### config.mk
export PLATFORM = sky130hd
export DESIGN_NAME = serial_frame_deserializer
export DESIGN_NICKNAME = d
export VERILOG_FILES = /design/src/rtl/serial_frame_deserializer.sv
export SDC_FILE = /design/constraint.sdc
export NUM_CORES = 1
export LEC_CHECK = 0
export BUFFER_PORTS_ARGS = -buffer_cell sky130_fd_sc_hd__buf_2
export CAP_MARGIN = 40
export CORE_MARGIN = 10
export CORE_UTILIZATION = 40
export CTS_BUF_LIST = sky130_fd_sc_hd__clkbuf_4 sky130_fd_sc_hd__clkbuf_8
export CTS_CLUSTER_DIAMETER = 80
export DETAILED_ROUTE_END_ITERATION = 12
export PLACE_DENSITY = 0.67
export SLEW_MARGIN = 20
export SYNTH_ARGS = -nofsm -noshare
export SYNTH_HDL_FRONTEND = slang
export SYNTH_SLANG_ARGS = --single-unit
export TNS_END_PERCENT = 20
### constraint.sdc
create_clock -name CLK -period 2.7 [get_ports CLK]
set_input_delay 0 -clock CLK [delete_from_list [all_inputs] [get_ports CLK]]
set_output_delay 0 -clock CLK [all_outputs]
set_load 0.005 [all_outputs]
### src/rtl/serial_frame_deserializer.sv
// Serial-to-parallel frame receiver: hunts for a sync word, confirms
// frame lock, then delivers payload words with a one-cycle strobe.
module serial_frame_deserializer #(
  parameter int               WIDTH        = 16,
  parameter logic [WIDTH-1:0] SYNC_WORD    = 16'hA5C3,
  parameter int               DATA_WORDS   = 7,
  parameter int               LOCK_COUNT   = 2,
  parameter int               UNLOCK_COUNT = 2
) (
  input  logic             CLK,
  input  logic             RESET,
  input  logic             SERIAL_IN,
  output logic [WIDTH-1:0] PAR_OUT,
  output logic             PAR_VALID,
  output logic             PAR_FIRST,
  output logic             LOCKED,
  output logic             SYNC_ERR
);

  localparam int BW = $clog2(WIDTH);
  localparam int FW = $clog2(WIDTH + 1);
  localparam int SW = $clog2(DATA_WORDS + 1);
  localparam int GW = $clog2(LOCK_COUNT + 1);
  localparam int UW = $clog2(UNLOCK_COUNT + 1);

  typedef enum logic [1:0] {
    ST_HUNT,
    ST_CONFIRM,
    ST_LOCKED
  } state_t;

  state_t           state, state_n;
  logic [WIDTH-1:0] sr, sr_n;
  logic [FW-1:0]    fill, fill_n;
  logic [BW-1:0]    bit_cnt, bit_cnt_n;
  logic [SW-1:0]    slot, slot_n, slot_adv;
  logic [GW-1:0]    good, good_n, good_inc;
  logic [UW-1:0]    bad, bad_n, bad_inc;
  logic [WIDTH-1:0] out_n;
  logic             valid_n;
  logic             first_n;
  logic             err_n;
  logic             full;
  logic             sync_ok;
  logic             done;

  always_comb begin
    sr_n     = {SERIAL_IN, sr[WIDTH-1:1]};
    fill_n   = (fill == FW'(WIDTH)) ? fill : fill + 1'b1;
    full     = (fill_n == FW'(WIDTH));
    sync_ok  = (sr_n == SYNC_WORD);
    done     = (bit_cnt == BW'(WIDTH - 1));
    slot_adv = (slot == SW'(DATA_WORDS)) ? '0 : slot + 1'b1;
    good_inc = (good == GW'(LOCK_COUNT)) ? good : good + 1'b1;
    bad_inc  = (bad == UW'(UNLOCK_COUNT)) ? bad : bad + 1'b1;
  end

  always_comb begin
    state_n   = state;
    bit_cnt_n = done ? '0 : bit_cnt + 1'b1;
    slot_n    = slot;
    good_n    = good;
    bad_n     = bad;
    out_n     = PAR_OUT;
    valid_n   = 1'b0;
    first_n   = 1'b0;
    err_n     = 1'b0;
    unique case (state)
      ST_HUNT: begin
        if (full && sync_ok) begin
          state_n   = ST_CONFIRM;
          bit_cnt_n = '0;
          slot_n    = SW'(1);
          good_n    = GW'(1);
        end
      end
      ST_CONFIRM: begin
        if (done) begin
          slot_n = slot_adv;
          if (slot == '0) begin
            if (sync_ok) begin
              good_n = good_inc;
              if (int'(good) + 1 >= LOCK_COUNT) begin
                state_n = ST_LOCKED;
                bad_n   = '0;
              end
            end else begin
              err_n   = 1'b1;
              state_n = ST_HUNT;
            end
          end
        end
      end
      ST_LOCKED: begin
        if (done) begin
          slot_n = slot_adv;
          if (slot == '0) begin
            if (sync_ok) begin
              bad_n = '0;
            end else begin
              err_n = 1'b1;
              bad_n = bad_inc;
              if (int'(bad) + 1 >= UNLOCK_COUNT) begin
                state_n = ST_HUNT;
              end
            end
          end else begin
            out_n   = sr_n;
            valid_n = 1'b1;
            first_n = (slot == SW'(1));
          end
        end
      end
      default: state_n = ST_HUNT;
    endcase
  end

  always_ff @(posedge CLK) begin
    if (RESET) begin
      state     <= ST_HUNT;
      sr        <= '0;
      fill      <= '0;
      bit_cnt   <= '0;
      slot      <= '0;
      good      <= '0;
      bad       <= '0;
      PAR_OUT   <= '0;
      PAR_VALID <= 1'b0;
      PAR_FIRST <= 1'b0;
      LOCKED    <= 1'b0;
      SYNC_ERR  <= 1'b0;
    end else begin
      state     <= state_n;
      sr        <= sr_n;
      fill      <= fill_n;
      bit_cnt   <= bit_cnt_n;
      slot      <= slot_n;
      good      <= good_n;
      bad       <= bad_n;
      PAR_OUT   <= out_n;
      PAR_VALID <= valid_n;
      PAR_FIRST <= first_n;
      LOCKED    <= (state_n == ST_LOCKED);
      SYNC_ERR  <= err_n;
    end
  end

endmodule

; After elaboration in Yosys (flattened, before gate mapping)
; Cells that the tools add are included.
[totals]
regBits = 54
latch_bits = 0
mem_bits_rw = 0
romBits = 0
in_bits = 3
elab_cells = 95
memories = 0
[op_classes]
n_addsub = 7
mul = 0
n_div = 0
n_lt_le_gt_ge = 2
eq_ne = 21
n_shift = 0
muxes = 35
bitwise_logic = 4
n_reduce_logical = 14
[ops]
columns = operator, count
row1 = 2-bit two-way mux, 22
row2 = 16-bit equality test (second input constant), 1
row3 = 2-bit inequality test (second input constant), 8
row4 = 4-bit two-way mux, 3
row5 = 5-bit equality test (second input constant), 2
row6 = 3-bit two-way mux, 3
row7 = 2-bit equality test (second input constant), 4
row8 = 2-bit one-hot mux with 2 select lines, 2
row9 = 8-bit AND reduction, 1
row10 = 4-bit OR reduction, 2
row11 = 2-bit by 1-bit adder with 3-bit output (second input constant), 2
row12 = 3-bit by 2-bit >= comparator with 1-bit output (second input constant), 2
row13 = 2-bit one-hot mux with 3 select lines, 1
row14 = 3-bit one-hot mux with 2 select lines, 1
row15 = 3-bit AND reduction, 2
row16 = 6-bit AND reduction, 1
row17 = 2-bit nonzero test, 3
row18 = 5-bit by 1-bit adder with 5-bit output (second input constant), 1
row19 = 5-bit two-way mux, 1
row20 = 2-bit by 1-bit adder with 2-bit output (second input constant), 2
row21 = 4-bit by 1-bit adder with 4-bit output (second input constant), 1
row22 = 4-bit equality test (second input constant), 1
row23 = 1-bit inverter, 4
row24 = 3-bit by 1-bit adder with 3-bit output (second input constant), 1
row25 = 11 further kinds, 12

; Depth between registers and ports, before layout
; Gate-level depths: netlist of the first run.
[depth]
depth_word = 8
ltp_mapped = 8
ltp_nobuf = 7

; Least setup slack after synthesis of the first run
; Ideal clock, no wire load.
[synth_timing]
path_type = reg-to-reg
startpoint = reg fill[0]
endpoint = reg slot[1]
setup_time_ns = 0.095
arrival_time_ns = 2.030
setup_slack_ns = 0.574
path_stages_with_launch = 7
n_path_buf = 0
synth_period_minus_slack_ns = 2.126
cell_sequence = dfxtp_1 ha_1 xnor2_2 nand3_4 a2111o_1 or4_1 o311ai_1
[synth_via]
elab_chain_len = 6
elab_cells_between_ends = 7
classes_between = add/sub: 1 / eq/ne: 3 / mux: 1 / reduce/logical: 2
[synth_rtl]
columns = element, line
row1 = "start, declared", 34  ; logic [FW-1:0] fill, fill_n;
row2 = "start signal, assigned", 135  ; fill <= fill_n;
row3 = 5-bit by 1-bit adder with 5-bit output / 5-bit equality test (equally long branches), 49  ; fill_n = (fill == FW'(WIDTH)) ? fill : fill + 1'b1;
row4 = 5-bit two-way mux *, 49
row5 = 5-bit equality test *, 50  ; full = (fill_n == FW'(WIDTH));
row6 = 1-bit logical AND *, 70  ; if (full && sync_ok) begin
row7 = 2-bit inequality test (no line) *, -
row8 = 3-bit AND reduction (no line) *, -
row9 = "end signal, assigned", 137  ; slot <= slot_n;
row10 = "end, declared", 36  ; logic [SW-1:0] slot, slot_n, slot_adv;
; Every way passes the cells marked *; elsewhere a longest branch is shown, timed or not.
; A chain may end at the register's enable or synchronous reset.

; Worst setup path after layout of the first run
[layout_timing]
startpoint = reg fill[0]
endpoint = reg slot[2]
; The elaborated chain is that of the path after synthesis.

==> results of run 1 <==
-- sequential cells by signal (all words and copies together) (netlist names) --
name and count:
PAR_OUT 16, sr 15, fill 5, bit_cnt 4
slot 3, bad 2, good 2, state 2
LOCKED 1, PAR_FIRST 1, PAR_VALID 1, SYNC_ERR 1
-- layout by cell type, fill, tap and decap left out, drive strengths merged, types with 3 or more instances in the layout --
cell     n
dfxtp   53
a21oi    4
nor2b   17
nand4    4
nand2   10
nor3     5
o22ai    3
inv     13
xnor2    3
nor4b    3
clkbuf   5
o311ai   3
a211oi   5
nor2    29
a21o     3
nand3    6
o21ai    6
nand2b   3
mux2i   18
ha      15
and4bb   3
buf     23
-- through the flow --
stage	worst slack [ns]	cells	hold slack, ns
final	0.340	342	0.280
after global routing	0.199	342	0.323
after CTS	0.357	342	0.284
after detailed placement	0.392	333	0.255
after global placement	0.483	333	0.260
after floorplan	0.574	245	0.128
-- kinds of logic after synthesis --
group / share of synthesized area, %
simple gates: 23.2
flops: 43.8
compound gates: 12.1
buf+inv: 3.66
mux: 7.43
fa+ha+maj: 7.74
xor+xnor: 2.12
-- worst max path at each step --
stage | to | slack (ns)
finish | slot[2] | 0.34
global route | slot[1] | 0.20
CTS | slot[2] | 0.36
detailed placement | slot[2] | 0.39
global placement | slot[1] | 0.48
floorplan | slot[1] | 0.57
-- routing by layer --
metal / wire (um) / GRT usage, % / share of wire [%]
met3: 200 / 2.33 / 4.3
met1: 2220 / 11.6 / 47
met2: 2190 / 15.1 / 47
met4: 71 / 3.91 / 1.5
met5: 0 / 0 / 0
-- power groups by stage --
stage               Clock [W]  Sequential, W  Combinational, W
finish               0.000550       0.000804         0.0000582
global route         0.000594       0.000805         0.0000661
global placement            0       0.000821         0.0000558
detailed placement          0       0.000821         0.0000569
floorplan                   0       0.000819         0.0000474
CTS                  0.000566       0.000803         0.0000586
-- critical path, cell delays in order, from the launching register on --
cell and delay, ns:
dfxtp_1 0.51, ha_1 0.31, xnor2_2 0.18, nand3_4 0.13, a2111o_1 0.51, or4_1 0.53
o311ai_1 0.10
-- area by class of cell --
class	instances	area (um^2)
fillers	562	3200
multi-input cells	169	1270
flip-flops and latches	53	1060
repair buffers	24	128
well taps	75	93.8
clock buffers	5	68.8
inverters	13	48.8
clock inverters	3	43.8
==> results.tsv, run 1 <==
metric	value	unit
hold_sp	RESET	
switching share of power	22.6	%
slew margin rel.	44.2	%
H-tree depth	2	
Routed wire per std cell	13.7	um
clock slew at reported path FFs	0.10	ns
fin. max-slew vios	0	
io pins	23	
hold endpoint	PAR_OUT[10]	
max-cap violation count	0	
clk root buf	clkbuf_8	
Vias	1783	
pin count of the biggest net entering global routing	49	
area growth from synthesis to layout	12.1	%
Post-Syn Area	2420	um^2
hold buffers post-CTS	1	
Reg power frac	56.9	%
r2r worst-path depth	6	
post-synthesis sequential area ratio	43.8	%
FF-to-FF End	slot[2]	
Critical Path AT	2.57	ns
Worst Hold Class	in2reg	
initial DRC count	119	
final core utilization	45.9	%
Total GRT Usage	9.39	%
Worst Setup End Kind	register	
# DRC	0	
clk_skew	0.00795	ns
Die Area	9580	um^2
Worst Path Required	2.91	ns
first-pass GRT wire length	7.72	mm
die width	97.9	um
# diodes	0	
Logic pwr share	4.1	%
Post CTS Setup Buffer Count	0	
reg2reg setup slack	0.34	ns
final instance area	2720	um^2
port buffer count	22	
Die Ht	97.9	um
Vias/cell	5.21	
Post-Syn Nets	263	
highest clock rate	424	MHz
Synth top area share	43.8	%
initial antenna violation count	0	
worst-margin pin slew	0.836	ns
Final setup viols	0	
core area	5920	um^2
CTS Buffer Depth	2	
Yosys cell types	52	
drt pass-1 iters	4	
final setup TNS	0	ns
layout cells sized above 1	15.7	%
Final HPWL DP	3.23	mm
Power Density	519	nW/um^2
yosys warns	0	
Clock Latency Late Sink	0.31	ns
Total Wirelength	4.68	mm
most common cell in the netlist	dfxtp_1	
total CTS buffers	5	
Hold Path Depth	2	
FFs w/ async S/R, synth	0	%
cell accounting for the most synthesized area	dfxtp_1	
count of flip-flops with a built-in enable after synthesis	0	
Final Power	0.00141	W
Max Fanout on Critical Path	8	
Leakage	1.19	nW
Critical path origin	fill[0]	
Gates resized, CTS repair	0	
internal power	0.00109	W
CTS Sinks	53	
CTS tree	built	
Sw Pwr	0.000319	W
Hold Vio Cnt, Final	0	
period utilisation layout	87.4	%
number of global-route vias before repair	1631	
Synth Instances	245	
clock power share	39.0	%
row count	28	
critical path class	reg2reg	
outcome	finished clean	
Initial Util	41.0	%
mean area per synthesized cell	9.90	um^2
#FFs+latches synth	53	
Reg-to-Reg Start	fill[0]	
Worst setup SP type	register	
peak supply drop	0.265	mV
ANT nets after route	0	
Primary FF master, synth	dfxtp_1	
RD Place Congestion	0.776	
Area contributors post-synth	dfxtp_1, ha_1, mux2i_1, nor2_1, nor2b_1	
RSZ-0062 raised after global routing	false	
min cycle time layout	2.36	ns
Synth top cells by count	dfxtp_1, nor2_1, mux2i_1	
grt ovf	0	
placed cell areas	2600	um^2
Final nets	284	
(Power assumes the default switching activity.)
==> run 2, diff against run 1 <==
--- a/config.mk
+++ b/config.mk
@@ -13,6 +13,7 @@
 export CTS_CLUSTER_DIAMETER = 80
 export DETAILED_ROUTE_END_ITERATION = 12
 export PLACE_DENSITY = 0.67
+export RECOVER_POWER = 100
 export SLEW_MARGIN = 20
 export SYNTH_ARGS = -nofsm -noshare
 export SYNTH_HDL_FRONTEND = slang
==> run 2 against run 1 <==
Against the previous run: critical path depth stayed put; setup slack worse by 0.0034 ns; cell count did not move; clock skew is 0.00070 ns higher; combinational power is 4.8% lower; hold slack worse by 0.0048 ns; routed wire length about the same; sequential share of layout area is 0.64 points higher; sequential power is essentially flat; core utilization shrank 0.74 points; largest power group unchanged; highest routed layer unchanged.
==> results.tsv, run 2 (same netlist as run 1, synthesis figures left out) <==
metric	value	unit
outcome	finished clean	
CP max-delay cell	or4_1	
ANT nets after route	0	
die width	97.9	um
Vias	1772	
core area	5920	um^2
grt met3 use	2.33	%
total CTS buffers	5	
CTS tree	built	
Fill cells	576	
RD Place Congestion	0.776	
commonest non-fill, non-tap cell in the layout	dfxtp_1	
Final nets	284	
drt pass-1 iters	4	
final setup TNS	0	ns
initial antenna violation count	0	
Max Fanout on Critical Path	8	
area growth from synthesis to layout	10.3	%
clock slew at reported path FFs	0.10	ns
clk_skew	0.00864	ns
Total Wirelength	4.68	mm
pin count of the biggest net entering global routing	49	
Worst Setup End Kind	register	
grt ovf	0	
initial DRC count	99	
max-cap violation count	0	
io pins	23	
# diodes	0	
top flop regs	PAR_OUT: 16 flops, sr: 15 flops, fill: 5 flops	
fin. max-slew vios	0	
Gates resized, CTS repair	0	
hold_ws	0.275	ns
min cycle time layout	2.36	ns
Die Area	9580	um^2
Largest register FFs	16	
Initial Util	41.0	%
critical path class	reg2reg	
Non-Filler Instances	342	
CTS Sinks	53	
Post CTS Setup Buffer Count	0	
highest clock rate	423	MHz
Worst Path Required	2.90	ns
Vias/cell	5.18	
Power Density	526	nW/um^2
row count	28	
Worst Hold Class	in2reg	
largest register by flop count	PAR_OUT	
number of global-route vias before repair	1631	
Worst path top cell family by delay	simple AND/OR/NAND/NOR gates	
RSZ-0062 raised after global routing	false	
port buffer count	22	
busiest grt layer	met2	
first-pass GRT wire length	7.72	mm
Critical Path AT	2.56	ns
DP Cell Count	333	
clk root buf	clkbuf_8	
Routed wire per std cell	13.7	um
met2 Use GR	15.1	%
most frequent cells in the layout	dfxtp_1, nor2_1, clkbuf_1	
ordered list of cells on the worst path	ha_1, xnor2_2, nand3_4, a2111o_1, or4_1, o311ai_0	
Final setup viols	0	
layout cells sized above 1	7.12	%
CTS Buffer Depth	2	
Worst setup SP type	register	
worst-margin pin slew	1.32	ns
Final HPWL DP	3.23	mm
# DRC	0	
period utilisation layout	87.5	%
Total GRT Usage	9.39	%
Clock Latency Late Sink	0.31	ns
H-tree depth	2	
Leakage	1.09	nW
peak supply drop	0.265	mV
Buf+Inv Stages, Crit Path	0	
Die Ht	97.9	um
hold buffers post-CTS	1	
met1 usage	11.6	%
CP max stage delay	0.53	ns
Hold Vio Cnt, Final	0	
slew margin rel.	11.8	%
-- run 2: cell count changes in the layout (fill, tap and decap cells not counted), sizes merged --
| cell | delta |
|---|---|
| buf | -20 |
| clkbuf | +20 |
-- run 2: report_power, final --
| group | switching, W | total (W) | internal [W] |
|---|---|---|---|
| Clock | 0.000270 | 0.000548 | 0.000278 |
| Combinational | 0.0000338 | 0.0000554 | 0.0000216 |
| Sequential | 0.0000119 | 0.000803 | 0.000791 |
-- run 2: final cells by class --
cell class	count	area, um^2	area share [%]
tap	75	93.8	3.51
inverter	13	48.8	1.82
clock buffer	5	68.8	2.57
timing repair buffer	24	98.8	3.70
sequential	53	1060	39.7
multi-input combinational	169	1260	47.1
clock inverter	3	43.8	1.64
-- run 2: final timing paths --
kind	to	slack [ns]	from	cells past startpoint
max	slot[2]	0.34	fill[0]	6
min	PAR_OUT[10]	0.28	RESET	2
max reg2reg	slot[2]	0.34	fill[0]	6
min reg2reg	bad[0]	0.47	bad[0]	2
-- run 2: through the flow --
step                utilization [%]  worst slack (ns)  area (um^2)  power (W)
global placement               43.9             0.483         2600   0.000877
global route                   45.2             0.171         2680    0.00146
CTS                            45.9             0.357         2720    0.00143
floorplan                         -             0.574         2420   0.000866
detailed placement             43.9             0.392         2600   0.000878
finish                         45.2             0.336         2680    0.00141
-- run 2: metal layers --
layer | part of all wire (%) | wire length, um | vias to the layer above
li1 | - | - | 912
met1 | 48 | 2260 | 835
met2 | 46 | 2170 | 21
met3 | 3.7 | 175 | 4
met4 | 1.5 | 71 | 0
met5 | 0 | 0 | -
-- run 2: worst register-to-register path, delay by kind of cell (launching register included) --
kind | cells | cell delay (ns)
AOI/OAI and AO/OA | 2 | 0.62
adders and majority gates | 1 | 0.31
DFF | 1 | 0.51
and+or+nand+nor | 2 | 0.65
xor gates and xnor gates | 1 | 0.18
==> run 3, diff against run 2 <==
==> constraint.sdc (replaced) <==
create_clock -name CLK -period 2.7 [get_ports CLK]
set_input_delay 0 -clock CLK [delete_from_list [all_inputs] [get_ports CLK]]
set_output_delay 0 -clock CLK [all_outputs]
set_load 0.05 [all_outputs]
==> run 3 against run 2 <==
Against the previous run: die area is the same; hold slack lost 0.00074 ns; sequential cell count is the same; routed wire length grew 0.23%; critical path depth is the same.
==> results.tsv, run 3 (same netlist as run 1, synthesis figures left out) <==
metric	value	unit
Initial Util	41.0	%
initial DRC count	118	
Clock Latency Late Sink	0.31	ns
layout cells sized above 1	6.74	%
fin. max-slew vios	0	
first-pass GRT wire length	7.72	mm
min cycle time layout	2.36	ns
CTS Buffer Depth	2	
Routed wire per std cell	13.7	um
clk root buf	clkbuf_8	
drt pass-1 iters	4	
Die Ht	97.9	um
Vias	1777	
top flop regs	PAR_OUT: 16 flops, sr: 15 flops, fill: 5 flops	
clk_skew	0.00809	ns
commonest non-fill, non-tap cell in the layout	dfxtp_1	
Vias/cell	5.20	
most frequent cells in the layout	dfxtp_1, nor2_1, clkbuf_1	
Worst Hold Class	in2reg	
worst-margin pin slew	1.30	ns
CTS Sinks	53	
peak supply drop	0.265	mV
# DRC	0	
Hold Vio Cnt, Final	0	
pre-CTS setup slack	0.392	ns
FF-to-FF End	slot[2]	
r2r worst-path depth	6	
hold endpoint	PAR_OUT[10]	
grt ovf	0	
max-cap violation count	0	
Total Wirelength	4.70	mm
Leakage	1.09	nW
Worst Path Required	2.90	ns
Worst Setup End Kind	register	
Final Worst Setup Slack	0.338	ns
RD Place Congestion	0.776	
ordered list of cells on the worst path	ha_1, xnor2_2, nand3_4, a2111o_1, or4_1, o311ai_0	
Hold Path Depth	2	
die width	97.9	um
clock slew at reported path FFs	0.10	ns
Final nets	284	
largest register by flop count	PAR_OUT	
CP max-delay cell	or4_1	
initial antenna violation count	0	
Fill cells	576	
critical path class	reg2reg	
port buffer count	22	
highest clock rate	423	MHz
# diodes	0	
RSZ-0062 raised after global routing	false	
io pins	23	
Final setup viols	0	
reg2reg setup slack	0.34	ns
outcome	finished clean	
H-tree depth	2	
area growth from synthesis to layout	10.3	%
period utilisation layout	87.5	%
Power Density	527	nW/um^2
Gates resized, CTS repair	0	
core area	5920	um^2
Max Fanout on Critical Path	8	
total CTS buffers	5	
Largest register FFs	16	
row count	28	
Die Area	9580	um^2
Total GRT Usage	9.39	%
Critical Path AT	2.56	ns
hold_sp	RESET	
final setup TNS	0	ns
Final Power	0.00141	W
Final HPWL DP	3.23	mm
Worst setup SP type	register	
slew margin rel.	13.4	%
number of global-route vias before repair	1631	
pin count of the biggest net entering global routing	49	
ANT nets after route	0	
CTS tree	built	
Non-Filler Instances	342	
CP max stage delay	0.53	ns
Reg-to-Reg Start	fill[0]	
DP Cell Count	333	
==> run 3: cell types whose count changed in the layout (fill, tap and decap cells not counted) <==
cell / previous run / this run
buf_2: 2 / 1
clkbuf_1: 20 / 22
buf_1: 1 / 0
==> run 3: report_power, final <==
group	internal, W	total, W	switching [W]
logic	0.0000216	0.0000554	0.0000338
registers	0.000792	0.000803	0.0000119
clock network	0.000278	0.000550	0.000272
==> run 3: stage by stage <==
stage | area, um^2 | util (%) | hold slack, ns
floorplan | 2420 | - | 0.128
global placement | 2600 | 43.9 | 0.260
detailed placement | 2600 | 43.9 | 0.255
CTS | 2720 | 45.9 | 0.284
global route | 2670 | 45.2 | 0.321
finish | 2670 | 45.2 | 0.275
==> run 3: worst max-delay path by stage <==
stage,endpoint,from,cells after the start
5_1_grt,slot[1],fill[0],6
3_3_place_gp,slot[1],fill[0],6
6_report,slot[2],fill[0],6
2_1_floorplan,slot[1],fill[0],6
3_5_place_dp,slot[2],fill[0],6
4_1_cts,slot[2],fill[0],6
==> run 3: cell type report <==
| cell class | count | area [um^2] | area share, % |
|---|---|---|---|
| Sequential cell | 53 | 1060 | 39.7 |
| Clock buffer | 5 | 68.8 | 2.57 |
| Timing Repair Buffer | 24 | 97.6 | 3.65 |
| Tap cell | 75 | 93.8 | 3.51 |
| Multi-Input combinational cell | 169 | 1260 | 47.1 |
| Clock inverter | 3 | 43.8 | 1.64 |
| Inverter | 13 | 48.8 | 1.82 |
==> run 3: metal layers <==
layer	GRT usage [%]	up-vias	routed length [um]
met2	15.1	19	2190
met1	11.6	842	2290
met3	2.33	4	149
li1	-	912	-
met5	0	-	0
met4	3.91	0	71
==> run 3: worst max-delay path, delay by kind of cell (launching register included) <==
kind / cells / cell delay [ns]
xor+xnor: 1 / 0.18
simple gates: 2 / 0.65
fa+ha+maj: 1 / 0.31
compound gates: 2 / 0.62
flops: 1 / 0.51
==> run 3: repair_timing <==
action,CTS,global route
hold endpoints to repair,2,0
buffers inserted,0,0
hold buffers,1,0
